File: src/rtl/cfgtag_link_arb_pkg.sv
// Shared types and sizing helpers for the cfgtag link arbiter.
// Latency: n/a (package only).
// Backpressure: n/a (package only).
package cfgtag_link_arb_pkg;

    // First error cause seen; only built into the arbiter when
    // CFGTAG_LINK_ARB_ERR_EN is defined.
    typedef enum logic [1:0] {
        NONE       = 2'd0,
        FIFO_OVF   = 2'd1,
        CREDIT_OVF = 2'd2
    } err_cause_e;

    // Width needed to hold a credit count of 0..max_credits inclusive.
    function automatic int credit_cnt_w(input int max_credits);
        return $clog2(max_credits + 1);
    endfunction

endpackage

File: src/rtl/cfgtag_link_arbiter_if.sv
// Gateway-side and network-side signals of the cfgtag link arbiter.
// Latency: n/a (wires only).
// Backpressure: credit based in both directions (credit_o upstream, credit_i downstream).
//
// Ports: valid_i/data_i (per gateway words), credit_o (per gateway credit return),
//        credit_i (downstream credit), valid_o/data_o/grant_id_o (registered output word).
interface cfgtag_link_arbiter_if #(
    parameter int num_in_p     = 4,
    parameter int data_width_p = 32
);
    logic [num_in_p-1:0]                   valid_i;
    logic [num_in_p-1:0][data_width_p-1:0] data_i;
    logic [num_in_p-1:0]                   credit_o;
    logic                                  credit_i;
    logic                                  valid_o;
    logic [data_width_p-1:0]               data_o;
    logic [$clog2(num_in_p)-1:0]           grant_id_o;

    // Driven by the gateways / network side.
    modport master (
        output valid_i, data_i, credit_i,
        input  credit_o, valid_o, data_o, grant_id_o
    );

    // The arbiter itself.
    modport slave (
        input  valid_i, data_i, credit_i,
        output credit_o, valid_o, data_o, grant_id_o
    );
endinterface

File: src/rtl/cfgtag_link_arb_fifo.sv
// Small per-input ring FIFO; read data is combinational from the head slot.
// Latency: write at edge t is visible (not empty) in cycle t+1.
// Backpressure: none; a write while full is only taken if a read happens in the same cycle.
//
// Ports: clk, reset (async active-low), i_wr/i_wr_dat, i_rd, o_rd_dat, o_empty, o_full.
module cfgtag_link_arb_fifo #(
    parameter int depth_p = 2,
    parameter int width_p = 32
) (
    input  logic               clk,
    input  logic               reset,
    input  logic               i_wr,
    input  logic [width_p-1:0] i_wr_dat,
    input  logic               i_rd,
    output logic [width_p-1:0] o_rd_dat,
    output logic               o_empty,
    output logic               o_full
);
    localparam int AW = (depth_p > 1) ? $clog2(depth_p) : 1;

    logic [AW-1:0]      r_wr_idx, r_rd_idx;
    logic               r_wr_wrap, r_rd_wrap;
    logic [width_p-1:0] r_mem [depth_p];
    logic               w_wr_en, w_rd_en;

    // Equal indices: the wrap bits tell empty (same lap) from full (one lap apart).
    assign o_empty  = (r_wr_idx == r_rd_idx) && (r_wr_wrap == r_rd_wrap);
    assign o_full   = (r_wr_idx == r_rd_idx) && (r_wr_wrap != r_rd_wrap);
    assign o_rd_dat = r_mem[r_rd_idx];

    // Full + read + write is fine: the head is consumed this cycle while the
    // new word lands in the slot being freed at the edge.
    assign w_wr_en = i_wr && (!o_full || i_rd);
    assign w_rd_en = i_rd && !o_empty;

    always_ff @(posedge clk) begin
        if (w_wr_en) r_mem[r_wr_idx] <= i_wr_dat;
    end

    always_ff @(posedge clk or negedge reset) begin
        if (!reset) begin
            r_wr_idx  <= '0;
            r_rd_idx  <= '0;
            r_wr_wrap <= 1'b0;
            r_rd_wrap <= 1'b0;
        end else begin
            if (w_wr_en) begin
                if (r_wr_idx == AW'(depth_p - 1)) begin
                    r_wr_idx  <= '0;
                    r_wr_wrap <= ~r_wr_wrap;
                end else begin
                    r_wr_idx <= r_wr_idx + 1'b1;
                end
            end
            if (w_rd_en) begin
                if (r_rd_idx == AW'(depth_p - 1)) begin
                    r_rd_idx  <= '0;
                    r_rd_wrap <= ~r_rd_wrap;
                end else begin
                    r_rd_idx <= r_rd_idx + 1'b1;
                end
            end
        end
    end
endmodule

File: src/rtl/cfgtag_link_arbiter.sv
// Round-robin merge of num_in_p credit-based gateway streams onto one credit-based link.
// Latency: valid_i at t -> grant at t+1 -> valid_o/credit_o at t+2; 1 word/cycle peak.
// Backpressure: grants stop while the downstream credit count is zero; FIFOs hold their words.
//
// Ports: clk, reset (async active-low), link (cfgtag_link_arbiter_if.slave),
//        err_o (sticky error, only when CFGTAG_LINK_ARB_ERR_EN is defined).
module cfgtag_link_arbiter
    import cfgtag_link_arb_pkg::*;
#(
    parameter int num_in_p      = 4,
    parameter int data_width_p  = 32,
    parameter int in_credits_p  = 2,
    parameter int out_credits_p = 4
) (
    input  logic                  clk,
    input  logic                  reset,
    cfgtag_link_arbiter_if.slave  link
`ifdef CFGTAG_LINK_ARB_ERR_EN
    ,
    output logic                  err_o
`endif
);
    localparam int CW = credit_cnt_w(out_credits_p);
    localparam int IW = $clog2(num_in_p);

    logic [num_in_p-1:0]                   w_empty, w_full, w_wr, w_rd;
    logic [num_in_p-1:0][data_width_p-1:0] w_rd_dat;
    logic                                  w_gnt_vld;
    logic [IW-1:0]                         w_gnt_idx, w_cand;
    logic                                  w_credit_ok;

    logic [CW-1:0]           r_cnt;
    logic [IW-1:0]           r_last;
    logic                    r_valid;
    logic [data_width_p-1:0] r_data;
    logic [IW-1:0]           r_gid;
    logic [num_in_p-1:0]     r_credit;

    assign w_wr = link.valid_i;

    for (genvar gi = 0; gi < num_in_p; gi++) begin : g_fifo
        cfgtag_link_arb_fifo #(
            .depth_p (in_credits_p),
            .width_p (data_width_p)
        ) u_fifo (
            .clk      (clk),
            .reset    (reset),
            .i_wr     (w_wr[gi]),
            .i_wr_dat (link.data_i[gi]),
            .i_rd     (w_rd[gi]),
            .o_rd_dat (w_rd_dat[gi]),
            .o_empty  (w_empty[gi]),
            .o_full   (w_full[gi])
        );
    end

    // Search last+1, last+2, ... wrapping; first non-empty FIFO wins.
    // Only the registered credit count gates the grant.
    always_comb begin
        int cand;
        w_gnt_vld = 1'b0;
        w_gnt_idx = '0;
        w_cand    = '0;
        w_rd      = '0;
        cand      = 0;
        if (r_cnt != '0) begin
            for (int k = 1; k <= num_in_p; k++) begin
                cand = int'(r_last) + k;
                if (cand >= num_in_p) cand = cand - num_in_p;
                w_cand = IW'(cand);
                if (!w_gnt_vld && !w_empty[w_cand]) begin
                    w_gnt_vld = 1'b1;
                    w_gnt_idx = w_cand;
                end
            end
        end
        if (w_gnt_vld) w_rd[w_gnt_idx] = 1'b1;
    end

`ifdef CFGTAG_LINK_ARB_ERR_EN
    err_cause_e r_err_cause;
    logic       w_fifo_ovf, w_cred_ovf;

    // A credit beyond the initial count is dropped rather than counted.
    assign w_fifo_ovf  = |(w_wr & w_full & ~w_rd);
    assign w_cred_ovf  = link.credit_i && (r_cnt == CW'(out_credits_p));
    assign w_credit_ok = link.credit_i && !w_cred_ovf;
    assign err_o       = (r_err_cause != NONE);

    // Records the first cause; stays set until reset.
    always_ff @(posedge clk or negedge reset) begin
        if (!reset) begin
            r_err_cause <= NONE;
        end else if (r_err_cause == NONE) begin
            if (w_fifo_ovf)      r_err_cause <= FIFO_OVF;
            else if (w_cred_ovf) r_err_cause <= CREDIT_OVF;
        end
    end
`else
    assign w_credit_ok = link.credit_i;
`endif

    always_ff @(posedge clk or negedge reset) begin
        if (!reset) begin
            r_cnt    <= CW'(out_credits_p);
            r_last   <= IW'(num_in_p - 1);
            r_valid  <= 1'b0;
            r_data   <= '0;
            r_gid    <= '0;
            r_credit <= '0;
        end else begin
            r_cnt    <= r_cnt - CW'(w_gnt_vld) + CW'(w_credit_ok);
            r_valid  <= w_gnt_vld;
            r_credit <= w_rd;
            if (w_gnt_vld) begin
                r_last <= w_gnt_idx;
                r_data <= w_rd_dat[w_gnt_idx];
                r_gid  <= w_gnt_idx;
            end
        end
    end

    assign link.valid_o    = r_valid;
    assign link.data_o     = r_data;
    assign link.grant_id_o = r_gid;
    assign link.credit_o   = r_credit;
endmodule

File: src/flat_wrapper.sv
// flat-port wrapper written by rule: the top's interface ports become plain ports
module cfgtag_link_arbiter_flat import cfgtag_link_arb_pkg::*;
#(
    parameter int num_in_p      = 4,
    parameter int data_width_p  = 32,
    parameter int in_credits_p  = 2,
    parameter int out_credits_p = 4
)
  (clk, reset, link_valid_i, link_data_i, link_credit_i, link_credit_o, link_valid_o, link_data_o, link_grant_id_o);
  cfgtag_link_arbiter_if #(.num_in_p(num_in_p), .data_width_p(data_width_p)) link_i ();
  input  logic clk;
  input  logic reset;
  input wire logic [$bits(link_i.valid_i)-1:0] link_valid_i;
  input wire logic [$bits(link_i.data_i)-1:0] link_data_i;
  input wire logic [$bits(link_i.credit_i)-1:0] link_credit_i;
  output wire logic [$bits(link_i.credit_o)-1:0] link_credit_o;
  output wire logic [$bits(link_i.valid_o)-1:0] link_valid_o;
  output wire logic [$bits(link_i.data_o)-1:0] link_data_o;
  output wire logic [$bits(link_i.grant_id_o)-1:0] link_grant_id_o;
  assign link_i.valid_i = link_valid_i;
  assign link_i.data_i = link_data_i;
  assign link_i.credit_i = link_credit_i;
  assign link_credit_o = link_i.credit_o;
  assign link_valid_o = link_i.valid_o;
  assign link_data_o = link_i.data_o;
  assign link_grant_id_o = link_i.grant_id_o;
  cfgtag_link_arbiter #(.num_in_p(num_in_p), .data_width_p(data_width_p), .in_credits_p(in_credits_p), .out_credits_p(out_credits_p)) u_core (.clk(clk), .reset(reset), .link(link_i));
endmodule
File: config.mk
export PLATFORM = sky130hd
export DESIGN_NAME = cfgtag_link_arbiter_flat
export DESIGN_NICKNAME = d
export VERILOG_FILES = /design/src/rtl/cfgtag_link_arb_pkg.sv /design/src/rtl/cfgtag_link_arbiter_if.sv /design/src/rtl/cfgtag_link_arb_fifo.sv /design/src/rtl/cfgtag_link_arbiter.sv /design/src/flat_wrapper.sv
export SDC_FILE = /design/constraint.sdc
export NUM_CORES = 1
export LEC_CHECK = 0
export ABC_CLOCK_PERIOD_IN_PS = 4600
export CAP_MARGIN = 25
export CORE_ASPECT_RATIO = 0.75
export CORE_MARGIN = 2
export CORE_UTILIZATION = 45
export DETAILED_ROUTE_END_ITERATION = 12
export PLACE_DENSITY = 0.7
export SYNTH_ARGS = -nofsm -noshare
export SYNTH_HDL_FRONTEND = slang
export SYNTH_SLANG_ARGS = --single-unit
File: constraint.sdc
create_clock -name clk -period 4.6 [get_ports clk]
set_clock_uncertainty 0.15 [all_clocks]
set_input_delay 0.69 -clock clk [delete_from_list [all_inputs] [get_ports clk]]
set_output_delay 0.69 -clock clk [all_outputs]
set_load 0.005 [all_outputs]
==> summary.md <==
| Metric | Value |
|---|---|
| Crit-path max cell delay | 0.52 ns |
| Data arrival, critical path | 3.60 ns |
| Placed insts | 1316 |
| Die Y | roughly 150 um |
| Reg power frac | 0.348 |
| Post-CTS sizing | 0 |
| Crit Path Max Fanout | 33 |
| Routability congestion estimate from global placement | 0.819 |
| I/O pins | 174 |
| Core Area | 28100 um2 |
| Total number of vias | 7545 |
| Area share of the largest cell type after synthesis | 0.599 |
| Clock power share | 0.191 |
| Slew Limit Headroom | 0.320 |
| Die area | between 20000 and 30000 um2 |
| H-tree levels | 1 |
| RSZ-0062 raised after global routing | false |
| Grt met2 use | 0.345 |
| Total CTS buffers | 31 |
| Cells after Synth | 794 |
| Post-route ant nets | 0 |
| First-pass GRT wire length | around 45000 um |
| Avg WL per Cell | 21.8 um |
| Peak VDD IR | 668 uV |
| # Post-CTS Setup Buffers | 0 |
| Cell taking the most area after synthesis | edfxtp_1 |
| Post-DP HPWL | a little over 20000 um |
| Final setup vio count | 0 |
| Hold-fix buffers, CTS | 0 |
| Met3 usage | 0.0349 |
| Hold Vio Cnt, Final | 0 |
| Grt peak-use layer | met2 |
| Slew @ Worst Pin | 1.02 ns |
| Combinational share of power | 0.461 |
| CP Launch Type | flop |
| Clk sink count | 316 |
| Avg Inst Size Synth | approximately 16 um2 |
| Met1 GRT Util | 0.274 |
| Initial antenna violation count | 1 |
| Die extent in x | 199 um |
| PD cells | 843 nW/um2 |
| # fillers | about 2200 |
| Post-route setup TNS | 0 ns |
| Rows | between 50 and 60 |
| Ys async rst share | 0.190 |
| Post-synthesis sequential area ratio | 0.717 |
| WS Path Type | flop to flop |
| Crit path cell chain | xor2_2 > a211oi_2 > a211oi_4 > buf_4 > nand2_1 > a21oi_1 > a211oi_4 > buf_4 |
| Synth Flop Type | edfxtp_1 |
| Critical path's slowest cell | a21oi_1 |
| CP Capture Type | flop |
| Min-Delay Path Class | input pin to async pin |
| FF+latch count, synth | about 320 |
| Port Buf Inserts | roughly 170 |
| Net Count, Synth | 932 |
| Vias in the first global route | 7679 |
| Post-synth EDFFs | 256 |
| Largest net degree at the start of global routing | 70 |
| Final Cycle Share | 0.758 |
| Root buffer cell | clkbuf_16 |
| Layout Cells excl Fill | between 1000 and 1500 |
| Pwr Total | 13.6 mW |
| Starting Density | 0.457 |
| CTS tree | done |
| Critical path required time | 4.71 ns |
| Switching share of power | 0.383 |
| Total Wirelength | 30000 um |
| GR Overflow Total | 0 |
| Net count, final | 1103 |
| Top cells by area, synth | edfxtp_1, dfrtp_1, mux2i_1, mux2_2, a221o_1 |
| Syn-to-layout area delta | 25.6% |
| Leak | 5.82 nW |
| Slew Limit Fails | 0 |
| Min cycle time layout | 3.49 ns |
| Worst-path clk slew | 0.06 ns |
| Post-synthesis cell type count | 50 |
| FMAX | 0.287 GHz |
| Clk_lat worst skew | 0.56 ns |
| Flop2flop setup slack | 1.11 ns |
| P_sw | between 5 and 6 mW |
| Status | complete, no violations |
| Clock buffer depth | 3 |
| Max-Cap Viols | 0 |
| Via density | about 5.5 |
| Yosys Warn Count | 0 |
| Initial DRC count | 613 |
| DRC errors left | 0 |
| Layout cell share with drive strength beyond 1 | 0.124 |
| All-layer global routing usage | 0.202 |
| Pre-Repair DR Iteration Count | 5 |
| Int Pwr | 8.38 mW |
| Post-Syn Area | between 10000 and 15000 um2 |
[cell usage after synthesis, types with 5 or more instances]
cell type  count
nor2b_1       32
edfxtp_1     256
o21ai_1        5
nand2_1       47
nor3_1         8
buf_2          9
a211oi_1      38
a221o_1       32
nor2_1         6
buf_1          5
clkbuf_1      34
xor2_1         7
a21oi_1       13
mux2_2        29
a221oi_1      32
dfrtp_1       57
mux2i_1       99
inv_1         12
nand2b_1       5
xnor2_1       16
[cells by family after synthesis]
kind of cell,count (synthesis),synth area share
multiplexers,128,0.103
AO/OA/AOI/OAI,142,0.0914
buffers and inverters,68,0.0235
adder cells (fa/ha/maj),3,0.00351
flip-flops,316,0.717
AND/OR/NAND/NOR,111,0.0428
XOR/XNOR,26,0.0195
[stage by stage]
step	utilization	area, um2	hold WS [ns]	setup slack (ns)
2_1_floorplan	-	12800	0.244	0.527
3_3_place_gp	0.536	15000	0.318	1.24
3_5_place_dp	0.536	15000	0.324	1.21
4_1_cts	0.574	16100	0.0291	1.18
5_1_grt	0.574	16100	0.0613	0.979
6_report	0.574	16100	0.0207	1.11
[sequential cells by signal (all words and copies together) (netlist names)]
register,flops
u_core.r_cnt,3
u_core.link.credit_o,4
u_core.g_fifo.u_fifo.r_mem,256
u_core.g_fifo.u_fifo.r_rd_wrap,4
u_core.link.data_o,32
u_core.g_fifo.u_fifo.r_wr_idx,4
u_core.g_fifo.u_fifo.r_rd_idx,4
u_core.link.valid_o,1
u_core.r_last,2
u_core.link.grant_id_o,2
u_core.g_fifo.u_fifo.r_wr_wrap,4
[critical path: cells and delay by family (launching register included)]
| kind | cells | cell delay (ns) |
|---|---|---|
| compound gates | 4 | 1.10 |
| flops | 1 | 0.47 |
| xor+xnor | 1 | 0.37 |
| buf+inv | 2 | 0.71 |
| simple gates | 1 | 0.34 |
[cell type report]
class	instances	area (um2)	share of cell area
Timing Repair Buffer	193	1900	0.118
Multi-Input combinational cell	410	3430	0.213
Clock inverter	20	238	0.0148
Tap cell	385	482	0.0299
Clock buffer	38	812	0.0504
Antenna cell	1	2.50	0.000155
Inverter	13	48.8	0.00303
Sequential cell	316	9200	0.571
[power groups by stage]
stage / Clock, mW / Combinational (mW) / Sequential [mW]
floorplan: 0 / 4.38 / 4.63
global route: 2.76 / 6.78 / 4.82
finish: 2.60 / 6.25 / 4.73
detailed placement: 0 / 6.30 / 4.78
CTS: 2.64 / 6.31 / 4.73
global placement: 0 / 6.16 / 4.75
[per-layer routing]
metal	routed length, um	up-vias	share of wire
met5	0	-	0
met4	525	0	0.017
met3	1800	40	0.060
met2	14800	253	0.49
met1	12900	3805	0.43
li1	-	3447	-
[path summary, 6_finish.rpt]
kind / from / endpoint / cells past startpoint
worst max-delay path: u_core.g_fifo[0].u_fifo.r_wr_wrap / u_core.g_fifo[3].u_fifo.r_mem[0][15] / 8
worst min-delay path: reset / u_core.link.data_o[29] / 1
worst max register to register: u_core.g_fifo[0].u_fifo.r_wr_wrap / u_core.g_fifo[3].u_fifo.r_mem[0][15] / 8
worst min register to register: u_core.link.grant_id_o[1] / u_core.link.grant_id_o[1] / 2
max in group asynchronous: reset / u_core.r_cnt[2] / 2
min in group clk: u_core.link.grant_id_o[1] / u_core.link.grant_id_o[1] / 2
[cells in the final DEF (no fill, tap or decap), types with 3 or more instances in the layout]
cell	instances
xnor2_1	16
nor2_1	5
a21oi_1	8
mux2i_1	99
a221oi_1	32
dfrtp_1	54
nand3_1	3
bufinv_16	5
clkbuf_16	31
inv_1	12
a211oi_1	37
edfxtp_1	256
xor2_1	7
a21oi_4	4
and3_1	3
o2111ai_1	4
a221o_1	32
nor3_1	8
dfstp_2	3
o21ai_0	3
buf_4	18
nand2b_1	5
dfrtp_2	3
o311ai_1	3
mux2_2	29
nor2b_1	32
clkdlybuf4s50_1	172
clkinv_1	3
o21ai_1	5
nand2_1	47
clkbuf_1	6
clkinv_2	7
Note: power is estimated with default switching activity, not from simulation.
==> RTL edit: new RTL, config.mk and constraints unchanged <==
`num_in_p` is set to 4 in 3 places; all go to 2.
--- a/src/rtl/cfgtag_link_arbiter_if.sv
+++ b/src/rtl/cfgtag_link_arbiter_if.sv
@@ -5,7 +5,7 @@
 // Ports: valid_i/data_i (per gateway words), credit_o (per gateway credit return),
 //        credit_i (downstream credit), valid_o/data_o/grant_id_o (registered output word).
 interface cfgtag_link_arbiter_if #(
-    parameter int num_in_p     = 4,
+    parameter int num_in_p     = 2,
     parameter int data_width_p = 32
 );
     logic [num_in_p-1:0]                   valid_i;
--- a/src/rtl/cfgtag_link_arbiter.sv
+++ b/src/rtl/cfgtag_link_arbiter.sv
@@ -7,7 +7,7 @@
 module cfgtag_link_arbiter
     import cfgtag_link_arb_pkg::*;
 #(
-    parameter int num_in_p      = 4,
+    parameter int num_in_p      = 2,
     parameter int data_width_p  = 32,
     parameter int in_credits_p  = 2,
     parameter int out_credits_p = 4
--- a/src/flat_wrapper.sv
+++ b/src/flat_wrapper.sv
@@ -1,7 +1,7 @@
 // flat-port wrapper written by rule: the top's interface ports become plain ports
 module cfgtag_link_arbiter_flat import cfgtag_link_arb_pkg::*;
 #(
-    parameter int num_in_p      = 4,
+    parameter int num_in_p      = 2,
     parameter int data_width_p  = 32,
     parameter int in_credits_p  = 2,
     parameter int out_credits_p = 4
Ports: changed (resized link_credit_o, link_data_i, link_grant_id_o and link_valid_i); port bits go from 174 to 105. The function was not compared with the original's and may differ.
==> RTL edit against the unedited design <==
Sequential cell count fell by 140; critical path depth fell by 2; area after synthesis fell by 45%; setup slack improved by 440 ps; worst hold slack improved by 220 ps; power fell by 46%; critical path type unchanged; routed wire length fell by 46%; final area fell by 44%.
==> RTL edit: results (changes against the unedited design) <==
- The number of cells in the design after placement is 758 (was 1316).
- The timing endpoint of the critical path is u_core.g_fifo[1].u_fifo.r_mem[1][15] (was u_core.g_fifo[3].u_fifo.r_mem[0][15]).
- The sequential logic power is 2.65 mW (was 4.73 mW).
- The via density per instance came to 5.61 (was 5.48).
- The power spent charging and discharging nets is 2.72 mW (was 5.20 mW).
- The maximum fanout along the worst path is 19 (was 33).
- The total number of nets in the final design came to 647 (was 1103).
- Dominant cells by area after synthesis: edfxtp_1 54%, dfrtp_1 16%, mux2_2 5.1% (was edfxtp_1 60%, dfrtp_1 11%, mux2i_1 7.7%).
- The number of enable-type register cells in the synthesized netlist is 128 (was 256).
- The count of routing violations after the opening detailed-route iteration is 314 (was 613).
- The proportion of register bits with asynchronous set or reset after synthesis was 27.3% (was 19.0%).
- The later-pin clock latency in the skew report is 430 ps (was 560 ps).
- The depth of the worst register-to-register path is 6 (was 8).
- The half-perimeter wire length after placement is 9980 um (was 20400 um).
- List of most frequent post-synthesis cells: 128 x edfxtp_1, 46 x dfrtp_1, 39 x a21oi_1, 38 x nor2_1, 37 x o21ai_0 (was 256 x edfxtp_1, 99 x mux2i_1, 57 x dfrtp_1, 47 x nand2_1, 38 x a211oi_1).
- The number of inserted diodes is 0 (was 1).
- The arrival time at the worst endpoint came to 3020 ps (was 3600 ps).
- Status: completed (unchanged).
- The register-to-register setup slack is 1560 ps (was 1110 ps).
- The number of distinct library cells after synthesis is 38 (was 50).
- The number of nets in the synthesized netlist is 545 (was 932).
- The portion of total power attributed to the clock network is 20.3% (was 19.1%).
- The beginning of the critical path is u_core.g_fifo[0].u_fifo.r_rd_idx (was u_core.g_fifo[0].u_fifo.r_wr_wrap).
- The via count of the first global-routing pass was 4571 (was 7679).
- The ratio of final minimum period to clock period is 66.2% (was 75.8%).
- The global placer's final weighted congestion is 0.767 (was 0.819).
- The initial antenna violation count is 0 (was 1).
- The post-detailed-routing wire length was 16200 um (was 30000 um).
- The synthesized instance count is 473 (was 794).
- The critical register-to-register path endpoint is u_core.g_fifo[1].u_fifo.r_mem[1][15] (was u_core.g_fifo[3].u_fifo.r_mem[0][15]).
- The proportion of layout cells with a drive suffix above 1 came to 15.8% (was 12.4%).
- The number of flip-flops under the largest register name came to 128 (was 256).
- The largest buffer count on any clock path is 2 (was 3).
- The total routing usage reported by global routing is 20.2% (about the same).
- The placement-stage worst setup slack is 1520 ps (was 1210 ps).
- The number of CTS-inserted buffers is 17 (was 31).
- The first-pass GRT wire length is 25100 um (was 44800 um).
- The number of non-filler instances in the completed layout came to 793 (was 1376).
- The count of buffers from port buffering came to 104 (was 173).
- The largest net degree at the start of global routing came to 49 (was 70).
- The maximum vdd drop was 0.379 mV (was 0.668 mV).
- The power density over cell area is 803 nW/um2 (was 843 nW/um2).
-- RTL edit: cell count changes after synthesis, sizes merged, moves of 39 or more --
cell / unedited run / this run
edfxtp: 256 / 128
nand2: 47 / 4
a211oi: 40 / 1
mux2i: 99 / 33
-- RTL edit: per-layer routing --
| layer | GRT usage, % | share of wire (%) | vias up |
|---|---|---|---|
| met5 | 0 | 0 | - |
| met4 | 5.90 | 0.95 | 0 |
| met3 | 6.46 | 8.1 | 12 |
| met2 | 30.0 | 46 | 207 |
| met1 | 28.7 | 45 | 2217 |
| li1 | - | - | 2014 |
-- RTL edit: layout make-up --
class	count	area, um2	share of cell area [%]
Sequential cell	176	5050	55.7
Multi-Input combinational cell	253	1920	21.2
Timing Repair Buffer	117	1190	13.1
Clock buffer	20	457	5.03
Tap cell	205	256	2.83
Clock inverter	12	158	1.74
Inverter	10	37.5	0.414
-- RTL edit: how the worst min path moves through the flow --
stage	cells past startpoint	slack (ps)	start	end
final	2	240	reset	u_core.link.data_o[7]
after global placement	1	350	u_core.r_cnt[1]	u_core.r_cnt[2]
after floorplan	0	240	reset	u_core.g_fifo[0].u_fifo.r_rd_idx
after CTS	2	250	reset	u_core.link.data_o[7]
after global routing	2	290	reset	u_core.link.data_o[7]
after detailed placement	1	360	u_core.r_cnt[1]	u_core.r_cnt[2]
-- RTL edit: worst max-delay path, stage by stage (launching register included) --
cell	delay (ps)
dfrtp_2	670
buf_4	390
xor2_1	150
o21ai_1	370
a21oi_1	180
a21oi_4	590
buf_16	240
-- RTL edit: logic make-up after synthesis --
logic type               share of synthesized area [%]
flip-flops                                        71.2
AO/OA/AOI/OAI                                     10.9
multiplexers                                      9.75
AND/OR/NAND/NOR                                   2.97
buffers and inverters                             2.70
XOR/XNOR                                          1.84
adder cells (fa/ha/maj)                          0.636
